### src/rtl/div_arbiter.sv
// Round-robin arbiter sharing one iterative 2W/W divider between NREQ requesters.
// Optional divider watchdog enabled by defining DIV_ARB_TIMEOUT_EN.
//
// state     | meaning
// ----------+------------------------------------------------------------
// S_IDLE    | waiting for a request while the divider reports done
// S_OVF     | winner failed the overflow screen; grant shown, divider unused
// S_ISSUE   | div_start pulse for the latched operands
// S_WAIT_LO | waiting for the divider to drop done (busy)
// S_WAIT_HI | waiting for done to return; result captured on that edge
// S_RESP    | resp_valid strobe with the captured response fields
module div_arbiter #(
  parameter int WIDTH   = 32,
  parameter int NREQ    = 4,
  parameter int IDW     = 2,
  parameter int TIMEOUT = 80
) (
  input  logic                       clock,
  input  logic                       reset,
  input  logic [0:NREQ-1]            req,
  input  logic [0:NREQ*2*WIDTH-1]    req_num,
  input  logic [0:NREQ*WIDTH-1]      req_den,
  output logic [0:NREQ-1]            grant,
  output logic                       resp_valid,
  output logic [IDW-1:0]             resp_id,
  output logic [WIDTH-1:0]           resp_quotient,
  output logic [WIDTH-1:0]           resp_remainder,
  output logic                       resp_overflow,
  output logic                       resp_error,
  output logic                       div_start,
  output logic [0:2*WIDTH-1]         div_numerator,
  output logic [WIDTH-1:0]           div_denominator,
  output logic                       div_abort,
  input  logic                       div_done,
  input  logic [WIDTH-1:0]           div_quotient,
  input  logic [WIDTH-1:0]           div_remainder
);

  if (NREQ < 2 || NREQ > 8 || (1 << IDW) < NREQ || TIMEOUT < 1) begin : g_param_chk
    $error("div_arbiter: illegal parameter combination");
  end

  typedef enum logic [2:0] {
    S_IDLE, S_OVF, S_ISSUE, S_WAIT_LO, S_WAIT_HI, S_RESP
  } state_t;

  state_t               state, state_nxt;
  logic [IDW-1:0]       ptr, owner, win_idx;
  logic                 win_found, arb_go;
  logic [0:2*WIDTH-1]   sel_num;
  logic [WIDTH-1:0]     sel_den;
  logic                 sel_ovf;
  logic                 tmo_hit;
  logic                 ld_resp, ld_ovf;
  logic [WIDTH-1:0]     ld_q, ld_r;

  // Two passes: first from the pointer upward, then the wrapped-around lower indices.
  always_comb begin
    win_found = 1'b0;
    win_idx   = '0;
    for (int j = 0; j < NREQ; j++) begin
      if (!win_found && req[j] && j >= int'(ptr)) begin
        win_found = 1'b1;
        win_idx   = IDW'(j);
      end
    end
    for (int j = 0; j < NREQ; j++) begin
      if (!win_found && req[j] && j < int'(ptr)) begin
        win_found = 1'b1;
        win_idx   = IDW'(j);
      end
    end
  end

  assign arb_go  = (state == S_IDLE) && win_found && div_done;
  assign sel_num = req_num[int'(win_idx)*2*WIDTH +: 2*WIDTH];
  assign sel_den = req_den[int'(win_idx)*WIDTH +: WIDTH];
  // Quotient cannot fit in WIDTH bits once the high word reaches the divisor.
  assign sel_ovf = (sel_den == '0) || (sel_num[0:WIDTH-1] >= sel_den);

  always_comb begin
    state_nxt = state;
    ld_resp   = 1'b0;
    ld_ovf    = 1'b0;
    ld_q      = '0;
    ld_r      = '0;
    case (state)
      S_IDLE:    if (arb_go) state_nxt = sel_ovf ? S_OVF : S_ISSUE;
      S_OVF: begin
        state_nxt = S_RESP;
        ld_resp   = 1'b1;
        ld_ovf    = 1'b1;
      end
      S_ISSUE:   state_nxt = S_WAIT_LO;
      S_WAIT_LO: begin
        if (tmo_hit) begin
          state_nxt = S_RESP;
          ld_resp   = 1'b1;
        end else if (!div_done) begin
          state_nxt = S_WAIT_HI;
        end
      end
      S_WAIT_HI: begin
        if (div_done) begin
          state_nxt = S_RESP;
          ld_resp   = 1'b1;
          ld_q      = div_quotient;
          ld_r      = div_remainder;
        end else if (tmo_hit) begin
          state_nxt = S_RESP;
          ld_resp   = 1'b1;
        end
      end
      S_RESP:    state_nxt = S_IDLE;
      default:   state_nxt = S_IDLE;
    endcase
  end

  always_ff @(posedge clock or posedge reset) begin
    if (reset) begin
      state           <= S_IDLE;
      ptr             <= '0;
      owner           <= '0;
      grant           <= '0;
      div_numerator   <= '0;
      div_denominator <= '0;
      resp_id         <= '0;
      resp_quotient   <= '0;
      resp_remainder  <= '0;
      resp_overflow   <= 1'b0;
    end else begin
      state <= state_nxt;
      grant <= '0;
      if (arb_go) begin
        grant[win_idx]  <= 1'b1;
        owner           <= win_idx;
        div_numerator   <= sel_num;
        div_denominator <= sel_den;
        ptr             <= (int'(win_idx) == NREQ-1) ? '0 : win_idx + 1'b1;
      end
      if (ld_resp) begin
        resp_id        <= owner;
        resp_quotient  <= ld_q;
        resp_remainder <= ld_r;
        resp_overflow  <= ld_ovf;
      end
    end
  end

  assign resp_valid = (state == S_RESP);
  assign div_start  = (state == S_ISSUE);

`ifdef DIV_ARB_TIMEOUT_EN
  localparam int TW = $clog2(TIMEOUT + 1);
  logic [TW-1:0] tmo_cnt;
  logic          in_wait, tmo_fire;

  assign in_wait  = (state == S_WAIT_LO) || (state == S_WAIT_HI);
  assign tmo_hit  = in_wait && (tmo_cnt == '0);
  // A result arriving on the terminal cycle takes precedence over the watchdog.
  assign tmo_fire = tmo_hit && !((state == S_WAIT_HI) && div_done);

  always_ff @(posedge clock or posedge reset) begin
    if (reset) begin
      tmo_cnt    <= '0;
      div_abort  <= 1'b0;
      resp_error <= 1'b0;
    end else begin
      if (state == S_ISSUE)
        tmo_cnt <= TW'(TIMEOUT - 1);
      else if (in_wait && tmo_cnt != '0)
        tmo_cnt <= tmo_cnt - 1'b1;
      div_abort <= tmo_fire;
      if (ld_resp)
        resp_error <= tmo_fire;
    end
  end
`else
  assign tmo_hit    = 1'b0;
  assign div_abort  = 1'b0;
  assign resp_error = 1'b0;
`endif

endmodule

### config.mk
export PLATFORM = sky130hd
export DESIGN_NAME = div_arbiter
export DESIGN_NICKNAME = d
export VERILOG_FILES = /design/src/rtl/div_arbiter.sv
export SDC_FILE = /design/constraint.sdc
export NUM_CORES = 1
export LEC_CHECK = 0
export CAP_MARGIN = 40
export CORE_AREA = 3 3 243 245
export DETAILED_ROUTE_END_ITERATION = 10
export DIE_AREA = 0 0 246 248
export PLACE_DENSITY_LB_ADDON = 0.3
export SYNTH_ARGS = -nofsm -noshare
export SYNTH_HDL_FRONTEND = slang
export SYNTH_SLANG_ARGS = --single-unit
### constraint.sdc
create_clock -name clock -period 11.5 [get_ports clock]
set_clock_uncertainty 0.2 [all_clocks]
set_input_delay 1.725 -clock clock [delete_from_list [all_inputs] [get_ports clock]]
set_output_delay 1.725 -clock clock [all_outputs]
set_load 0.02 [all_outputs]
; Word-level counts from Yosys, hierarchy flattened
; Index checks and enable logic that the tools add are counted.
[totals]
latchBits = 0
romBits = 0
in_bits = 455
ram_bits = 0
ff_bits = 174
n_memories = 0
[classes]
multipliers = 0
eq_ne = 9
bitwise_logic = 3
n_addsub = 1
n_reduce_logical = 25
shift = 2
mux = 29
div = 0
n_lt_le_gt_ge = 9
[ops]
columns = op, count
row1 = indexed part select 256 x 32 -> 257 bit, 1
row2 = indexed part select 128 x 32 -> 129 bit, 1
row3 = 2-to-1 mux 32 bit, 4
row4 = >= comparator 32 bit, 1
row5 = zero test 32 bit, 1
row6 = NOT 7 -> 32 bit, 1
row7 = NOT 8 -> 32 bit, 1
row8 = logical AND 1 bit, 15
row9 = case mux 3 bit (5 select lines), 1
row10 = 2-to-1 mux 2 bit, 7
row11 = 2-to-1 mux 1 bit, 11
row12 = 2-to-1 mux 3 bit, 3
row13 = equality test 3 x 2 -> 1 bit (second input constant), 2
row14 = equality test 3 bit (second input constant), 2
row15 = zero test 1 bit, 6
row16 = inequality test 2 bit (second input constant), 3
row17 = >= comparator 1 x 2 -> 1 bit (first input constant), 2
row18 = less-than comparator 1 x 2 -> 1 bit (first input constant), 2
row19 = 2-to-1 mux 4 bit, 1
row20 = equality test 3 x 1 -> 1 bit (second input constant), 1
row21 = >= comparator 3 bit (second input constant), 1
row22 = zero test 3 bit, 1
row23 = less-than comparator 3 x 1 -> 1 bit (second input constant), 1
row24 = NOT 2 -> 3 bit, 1
row25 = other kinds (8), 8

; Logic depth before layout (Yosys ltp)
; Gate-level depths: netlist (run 1).
[depth]
depth_word = 33
mapped_depth = 21
mapped_depth_nobuf = 17

; Worst setup path after synthesis (run 1)
; OpenSTA, ideal clock, no wires.
[synth_timing]
path_kind = input port to flip-flop
startpoint = input port req[2] in the netlist's numbering
endpoint = register state[1]
required_ns = 11.234
n_path_buf = 4
arrival_time_ns = 4.900
path_stages = 19
slack_ns = 6.334
cell_sequence = mux2i_1 -> nor2_1 -> or3_1 -> buf_6 -> buf_2 -> inv_2 -> buf_2 -> buf_1 -> nand2_1 -> a31oi_1 -> ha_1 -> a21o_1 -> a21o_1 -> a21oi_1 -> nand2_1 -> o21ai_0 -> a31oi_1 -> nor4_1 -> a221o_1
[synth_via]
elab_chain_len = 25
word_cells_on_any_way = 37
cone_classes = order compare: 1 / eq/ne: 1 / shift: 2 / mux: 13 / bitwise: 2 / reduce/logical: 18
[synth_lines]
columns = item, line_no
row1 = from (decl), 20  ; input logic [0:NREQ-1] req,
row2 = logical AND 1 bit (2 in a row), 62  ; if (!win_found && req[j] && j >= int'(ptr)) begin
row3 = 2-to-1 mux 1 bit, 62
row4 = zero test 1 bit, 62
row5 = logical AND 1 bit, 62
row6 = 2-to-1 mux 1 bit, 62
row7 = zero test 1 bit, 68  ; if (!win_found && req[j] && j < int'(ptr)) begin
row8 = logical AND 1 bit (2 in a row), 68
row9 = 2-to-1 mux 1 bit, 68
row10 = (+8 left out), --
row11 = NOT 8 -> 32 bit (not written as such) *, 76  ; assign sel_num = req_num[int'(win_idx)*2*WIDTH +: 2*WIDTH];
row12 = indexed part select 256 x 32 -> 257 bit *, 76
row13 = net sel_num (one bit), 50  ; logic [0:2*WIDTH-1] sel_num;
row14 = >= comparator 32 bit *, 79  ; assign sel_ovf = (sel_den == '0) || (sel_num[0:WIDTH-1] >= sel_den);
row15 = logical OR 1 bit *, 79
row16 = 2-to-1 mux 2 bit *, 88  ; S_IDLE: if (arb_go) state_nxt = sel_ovf ? S_OVF : S_ISSUE;
row17 = 2-to-1 mux 3 bit *, 88
row18 = case mux 3 bit (5 select lines) *, 87  ; case (state)
row19 = to (signal assigned), 132  ; state <= state_nxt;
row20 = to (decl), 47  ; state_t state, state_nxt;
; The timed path passes the listed nets; every way through them passes the cells marked *. The select of a mux whose other input is x is not followed.
; A chain may end at the register's enable or synchronous reset.

; Worst setup path in the final report (run 1)
[layout_timing]
startpoint = input port req[0] in the netlist's numbering
endpoint = register state[1]
[layout_via]
elab_chain_len = 32
word_cells_on_any_way = 45
cone_classes = order compare: 1 / eq/ne: 1 / shift: 2 / mux: 16 / bitwise: 2 / reduce/logical: 23
[layout_lines]
columns = item, line_no
row1 = logical AND 1 bit, 62
row2 = 2-to-1 mux 1 bit, 62
row3 = zero test 1 bit, 62
row4 = logical AND 1 bit (2 in a row), 62
row5 = 2-to-1 mux 1 bit, 62
row6 = zero test 1 bit, 62
row7 = logical AND 1 bit (2 in a row), 62
row8 = 2-to-1 mux 1 bit, 62
row9 = (+15 left out), --
row10 = NOT 8 -> 32 bit (not written as such) *, 76
row11 = indexed part select 256 x 32 -> 257 bit *, 76
row12 = net sel_num (one bit), 50
row13 = >= comparator 32 bit *, 79
row14 = logical OR 1 bit *, 79
row15 = 2-to-1 mux 2 bit *, 88
row16 = 2-to-1 mux 3 bit *, 88
row17 = case mux 3 bit (5 select lines) *, 87
; Marks and branches as above.

==> results of run 1 <==
registers in the layout, summed over array words and instances (netlist names), 2 cells and up:
register / count
div_numerator: 64
div_denominator: 32
resp_quotient: 32
resp_remainder: 32
grant: 4
state: 3
owner: 2
ptr: 2
resp_id: 2
kinds of logic after synthesis:
kind of cell,after synthesis,synth area share
AO/OA/AOI/OAI,204,0.1354
AND/OR/NAND/NOR,606,0.2542
adder cells (fa/ha/maj),36,0.04526
other,1,0.0003768
multiplexers,35,0.07568
buffers and inverters,128,0.05155
flip-flops,174,0.4375
area by class of cell:
type / instances / area [um2]
timing repair buffer: 639 / 6396
antenna: 4 / 10.01
tap: 765 / 957.2
inverter: 38 / 152.6
sequential: 174 / 4354
clock inverter: 13 / 183.9
multi-input combinational: 883 / 5116
clock buffer: 18 / 429.2
fill: 6005 / 39770
cells in the final DEF (no fill, tap or decap), drive strengths merged, types with 15 or more instances in the layout:
cell type,instances
clkdlybuf4s50,623
nand2,460
dfrtp,174
o21ai,76
nand3,67
a22o,64
inv,41
ha,36
and3,32
a31oi,32
mux4,32
clkbuf,18
buf,16
a21oi,15
through the flow:
stage,area (um2),setup slack (ns)
after floorplan,9956,4.858
after global placement,16920,4.385
after detailed placement,16980,4.360
after CTS,17590,4.892
after global routing,17600,4.601
final,17600,5.076
where the power goes:
group          leakage [nW]  switching (mW)  internal [mW]  total, mW
clock                 0.288           0.291          0.346      0.637
combinational          5.22            1.28          0.949       2.22
sequential             2.24           0.140          0.837      0.976
total                  7.74            1.71           2.13       3.84
worst register-to-register path, delay by kind of cell, from the launching register on:
family,cells,cell delay (ns)
and+or+nand+nor,6,1.46
AOI/OAI and AO/OA,7,1.36
buffers and inverters,3,1.13
DFF,1,0.51
adders and majority gates,1,0.33
muxes,1,0.23
per-layer routing:
metal	part of all wire	up-vias	track usage
li1	-	5186	-
met1	0.40	5239	0.1939
met2	0.52	445	0.2963
met3	0.069	40	0.04592
met4	0.015	4	0.04793
met5	0.00044	-	0
worst max path at each step:
stage / to / depth (start not counted)
floorplan: div_denominator[0] / 1
global placement: state[1] / 18
detailed placement: state[1] / 18
CTS: state[1] / 18
global route: state[1] / 18
finish: state[1] / 19
==> qor.txt, run 1 <==
Slew @ Worst Pin: 0.8680 ns
CTS root buffer: clkbuf_16
Critical Path RT: 11.73 ns
Worst r2r path cells: 18
Via count: 10910
Post-synth top cells: nand2_1 (460), dfrtp_1 (174), nand3_1 (67), a22o_1 (64), clkbuf_1 (63)
Max Fclk: 0.1557 GHz
Max clock buf depth: 2
Syn Inst Count: 1184
Crit path largest cell delay: 0.57 ns
Max-Cap Viols: 0
Cell family with most CP delay: buffers and inverters
Post-synth EDFFs: 0
Synth area leader: dfrtp_1
Ys flop type: dfrtp_1
Slew headroom: 0.4213
Critical path arrival: 6.65 ns
Post-CTS Setup Inserts: 0
Critical hold path startpoint: div_numerator[13]
Hold endpoint: div_numerator[13]
Vias/cell: 4.307
Syn_area_per_cell: 8.405 um2
DRT Wirelength: 51990 um
CP Capture Type: flip-flop
Max-slew violations: 0
Iteration-0 DRC Markers: 545
Synth cell types: 38
R2R setup slack: 6.23 ns
Placer Congestion: 0.8861
Wire per inst: 20.51 um
Initial Utilization: 0.1735
DRC Markers: 0
Sequential fraction of the synthesis area: 0.4375
LEAKAGE: 7.744 nW
Peak VDD IR: 0.0001542 V
RSZ-0062 raised after global routing: false
Clock sinks: 174
Hold/Removal Path Class: flip-flop to flip-flop
Clock transition at the registers of the reported paths: 0.08 ns
Non-Filler Instances: 2534
Yosys reg bits: 174
Async set-reset flop share out of synthesis: 1.000
Crit. Startpoint: req[0]
PostCTS Resize Cnt: 0
DP Cell Count: 2499
Setup TNS Final: 0 ns
Post-layout net count: 2244
Area Growth Syn to Fin: 76.84%
CTS tree: built
First-pass GRT wire length: 74460 um
Post-DRT Antenna Nets: 0
Cell Pwr Density: 218.0 nW/um2
Worst-Skew Late Latency: 0.49 ns
Most frequent cell after synthesis: nand2_1
# rows: 88
Die height: 248 um
Min cycle time layout: 6.424 ns
Final Hold Fails: 0
Max H-tree Level: 4
FF-to-FF End: state[1]
Syn. warnings: 0
Gr usage total: 0.1660
Worst setup path class: primary input to flip-flop
Initial antenna violation count: 6
Worst path bufs/invs: 4
Tot Pwr: 3.837 mW
Reg-to-reg startpoint: ptr[1]
Critical-path top delay cell: nor4_1
DRT Pass-1 Iters: 6
IO buf count: 623
Die X: 246 um
Share of cells above drive strength 1: 0.04986
Critical-path maximum fanout: 55
CP cell instances: clkdlybuf4s50_1 -> mux2i_1 -> nor2_1 -> or3_4 -> inv_4 -> buf_4 -> buf_16 -> nand2_1 -> and3_1 -> a31oi_1 -> ha_1 -> a21o_1 -> a21o_1 -> a21oi_1 -> nor2b_1 -> o21ai_0 -> a21oi_1 -> nor4_1 -> a221o_1
Outcome: finished clean
Pin count of the biggest net entering global routing: 106
I/O pins: 626
Num CTS Buffers: 17
CP Launch Type: primary input
Hold Crit Depth: 2
HPWL after DPL: 41280 um
Synth top area cells: dfrtp_1 (44%), nand2_1 (17%), mux4_2 (7.2%)
Vias in the first global route: 11100
Core area: 57370 um2
Die area: 61010 um2
Finished Core Util: 0.3068
Finish-stage setup viols: 0
Mapped Area: 9952 um2
Cts hold-fix bufs: 0
Share of the synthesized area in the top cell type: 0.4375
Min Hold Slack: 0.2776 ns
Tcrit/Tclk final: 0.5586
Gr ovfl total: 0
(Power assumes the default switching activity.)
==> inputs of run 2 (changes only) <==
--- a/config.mk
+++ b/config.mk
@@ -6,9 +6,9 @@
 export NUM_CORES = 1
 export LEC_CHECK = 0
 export CAP_MARGIN = 40
-export CORE_AREA = 3 3 243 245
+export CORE_AREA = 3 3 241 243
 export DETAILED_ROUTE_END_ITERATION = 10
-export DIE_AREA = 0 0 246 248
+export DIE_AREA = 0 0 244 246
 export PLACE_DENSITY_LB_ADDON = 0.3
 export SYNTH_ARGS = -nofsm -noshare
 export SYNTH_HDL_FRONTEND = slang
==> constraint.sdc (replaced) <==
create_clock -name clock -period 5.6 [get_ports clock]
set_clock_uncertainty 0.2 [all_clocks]
set_input_delay 0.84 -clock clock [delete_from_list [all_inputs] [get_ports clock]]
set_output_delay 0.84 -clock clock [all_outputs]
set_load 0.02 [all_outputs]
==> qor.txt, run 2 (same netlist as run 1, synthesis figures left out) <==
Share of cells above drive strength 1: 0.06054 (+0.01068)
First-pass GRT wire length: 72590 um (-2.5%)
Vias/cell: 4.329 (+0.50%)
Pin count of the biggest net entering global routing: 127 (+20%)
Core area: 56170 um2 (-2.1%)
# rows: 87 (-1.1%)
Post-DRT Antenna Nets: 0 (unchanged)
HPWL after DPL: 40010 um (-3.1%)
Sequential Power Share: 0.253 (about the same)
Critical path arrival: 4.93 ns (-1.72 ns)
Gr usage total: 0.1622 (-0.003814)
Outcome: finished clean
RSZ-0062 raised after global routing: false
Max-slew violations: 0 (unchanged)
Die height: 246 um (-0.81%)
Area Growth Syn to Fin: 77.83%
Clock power frac: 0.154 (-0.012)
Clock transition at the registers of the reported paths: 0.08 ns (about the same)
PostCTS Resize Cnt: 0 (unchanged)
Max reg flops: 64 (unchanged)
Post-CTS Setup Inserts: 0 (unchanged)
Critical-path top delay cell: clkdlybuf4s50_1
Commonest non-fill, non-tap cell in the layout: clkdlybuf4s50_1
Via count: 11000 (+0.78%)
CP Launch Type: primary input
Worst-Skew Late Latency: 0.48 ns (about the same)
CTS root buffer: clkbuf_16
Peak VDD IR: 0.0002367 V (+53%)
Tcrit/Tclk final: 0.8420
Psw: 3.536 mW (+110%)
Combinational share of power: 0.593 (+0.013)
Iteration-0 DRC Markers: 590 (+8.3%)
Cell Pwr Density: 445.2 nW/um2 (+100%)
Min cycle time layout: 4.715 ns
Clock sinks: 174 (unchanged)
Die area: 60020 um2 (-1.6%)
Gr ovfl total: 0 (unchanged)
Critical-path maximum fanout: 45 (-18%)
Vias in the first global route: 11350 (+2.2%)
Slew headroom: 0.4138 (-0.007539)
Cts hold-fix bufs: 0 (unchanged)
Slew @ Worst Pin: 0.8793 ns (+0.01131 ns)
Num CTS Buffers: 17 (unchanged)
Max clock buf depth: 2 (unchanged)
Max-Cap Viols: 0 (unchanged)
Setup TNS Final: 0 ns (unchanged)
Max Fclk: 0.2121 GHz
Die X: 244 um (-0.81%)
Placer Congestion: 0.9234 (+4.2%)
DP Cell Count: 2508 (+0.36%)
Initial Utilization: 0.1772 (+0.003694)
Finish-stage setup viols: 0 (unchanged)
DRC Markers: 0 (unchanged)
Sw Ratio: 0.4488 (+0.004132)
IO buf count: 623 (unchanged)
Non-Filler Instances: 2541 (+0.28%)
LEAKAGE: 7.818 nW (+0.95%)
CP cell instances: clkdlybuf4s50_1 -> mux2i_1 -> nor2_1 -> or3_4 -> inv_4 -> buf_12 -> nand2_1 -> and3_1 -> a31oi_1 -> ha_1 -> a21o_1 -> a21oi_1 -> nand2_1 -> o21ai_0 -> a31oi_1 -> nor4_1 -> buf_4 -> a221o_1
I/O pins: 626 (unchanged)
Hold/Removal Path Class: flip-flop to flip-flop
Post-layout net count: 2262 (+0.80%)
Commonest non-fill, non-tap cells in the layout: clkdlybuf4s50_1 (623), nand2_1 (460), dfrtp_1 (174)
Critical Path RT: 5.82 ns (-5.91 ns)
Max H-tree Level: 4 (unchanged)
CP Capture Type: flip-flop
DRT Pass-1 Iters: 5 (-1)
Initial antenna violation count: 1 (-5)
# fillers: 5936 (-1.1%)
DRT Wirelength: 49530 um (-4.7%)
Wire per inst: 19.49 um (-5.0%)
CTS tree: built
Worst setup path class: primary input to flip-flop
R2R setup slack: 1.16 ns (-5.07 ns)
Crit path largest cell delay: 0.48 ns (-0.09 ns)
Register name with the most flops: div_numerator
Int Pwr: 4.343 mW (+100%)
Final Hold Fails: 0 (unchanged)
==> run 2: cell types whose count changed in the layout (fill, tap and decap cells not counted), moves of 2 or more <==
cell        change
bufinv_16       -3
clkinv_4        -3
inv_6           +3
buf_16          -2
diode_2         -3
clkinvlp_4      +2
buf_4          +14
buf_12          +5
==> run 2: final timing paths <==
path / start / to / cells past startpoint
hold reg to reg: div_numerator[29] / div_numerator[29] / 2
setup / recovery: req[0] / state[1] / 18
hold / removal: div_numerator[29] / div_numerator[29] / 2
setup reg to reg: ptr[1] / state[1] / 17
min in group asynchronous: reset / div_denominator[26] / 3
max in group asynchronous: reset / div_denominator[25] / 3
==> run 2: worst max-delay path, delay by kind of cell <==
kind | cells | cell delay [ns]
compound gates | 6 | 1.25
fa+ha+maj | 1 | 0.29
mux | 1 | 0.18
simple gates | 6 | 1.10
buf+inv | 4 | 1.21
==> run 2: power by group through the flow <==
stage	clock, mW	combinational (mW)	sequential (mW)
global placement	0	4.71	2.00
finish	1.21	4.67	2.00
detailed placement	0	4.75	2.02
global route	1.33	5.13	2.05
CTS	1.29	4.77	2.00
floorplan	0	2.02	2.49
==> run 2: area by class of cell <==
class | count | area (um2) | area share
multi-input combinational | 883 | 5116 | 0.2891
clock buffer | 18 | 439.2 | 0.02481
inverter | 38 | 148.9 | 0.008413
tap | 756 | 945.9 | 0.05345
sequential | 174 | 4354 | 0.2460
clock inverter | 14 | 140.1 | 0.007918
antenna | 1 | 2.502 | 0.0001414
timing repair buffer | 657 | 6551 | 0.3702
==> run 2: metal layers <==
metal,vias to the layer above,track usage,part of all wire
met5,-,0,0
met4,0,0.07477,0.039
met3,74,0.04909,0.071
met2,454,0.2787,0.50
met1,5253,0.1851,0.39
li1,5218,-,-
==> run 2: metrics by stage <==
step / hold slack [ns] / setup WS, ns / cell area [um2] / utilization / power (mW)
after floorplan: 0.2460 / 1.319 / 9960 / - / 4.513
after global placement: 0.2586 / 0.3869 / 17110 / 0.3046 / 6.712
after detailed placement: 0.2670 / 0.3659 / 17120 / 0.3047 / 6.766
after CTS: 0.2857 / 0.8948 / 17700 / 0.3150 / 8.054
after global routing: 0.3036 / 0.5845 / 17700 / 0.3151 / 8.515
final: 0.2782 / 0.8846 / 17700 / 0.3151 / 7.880
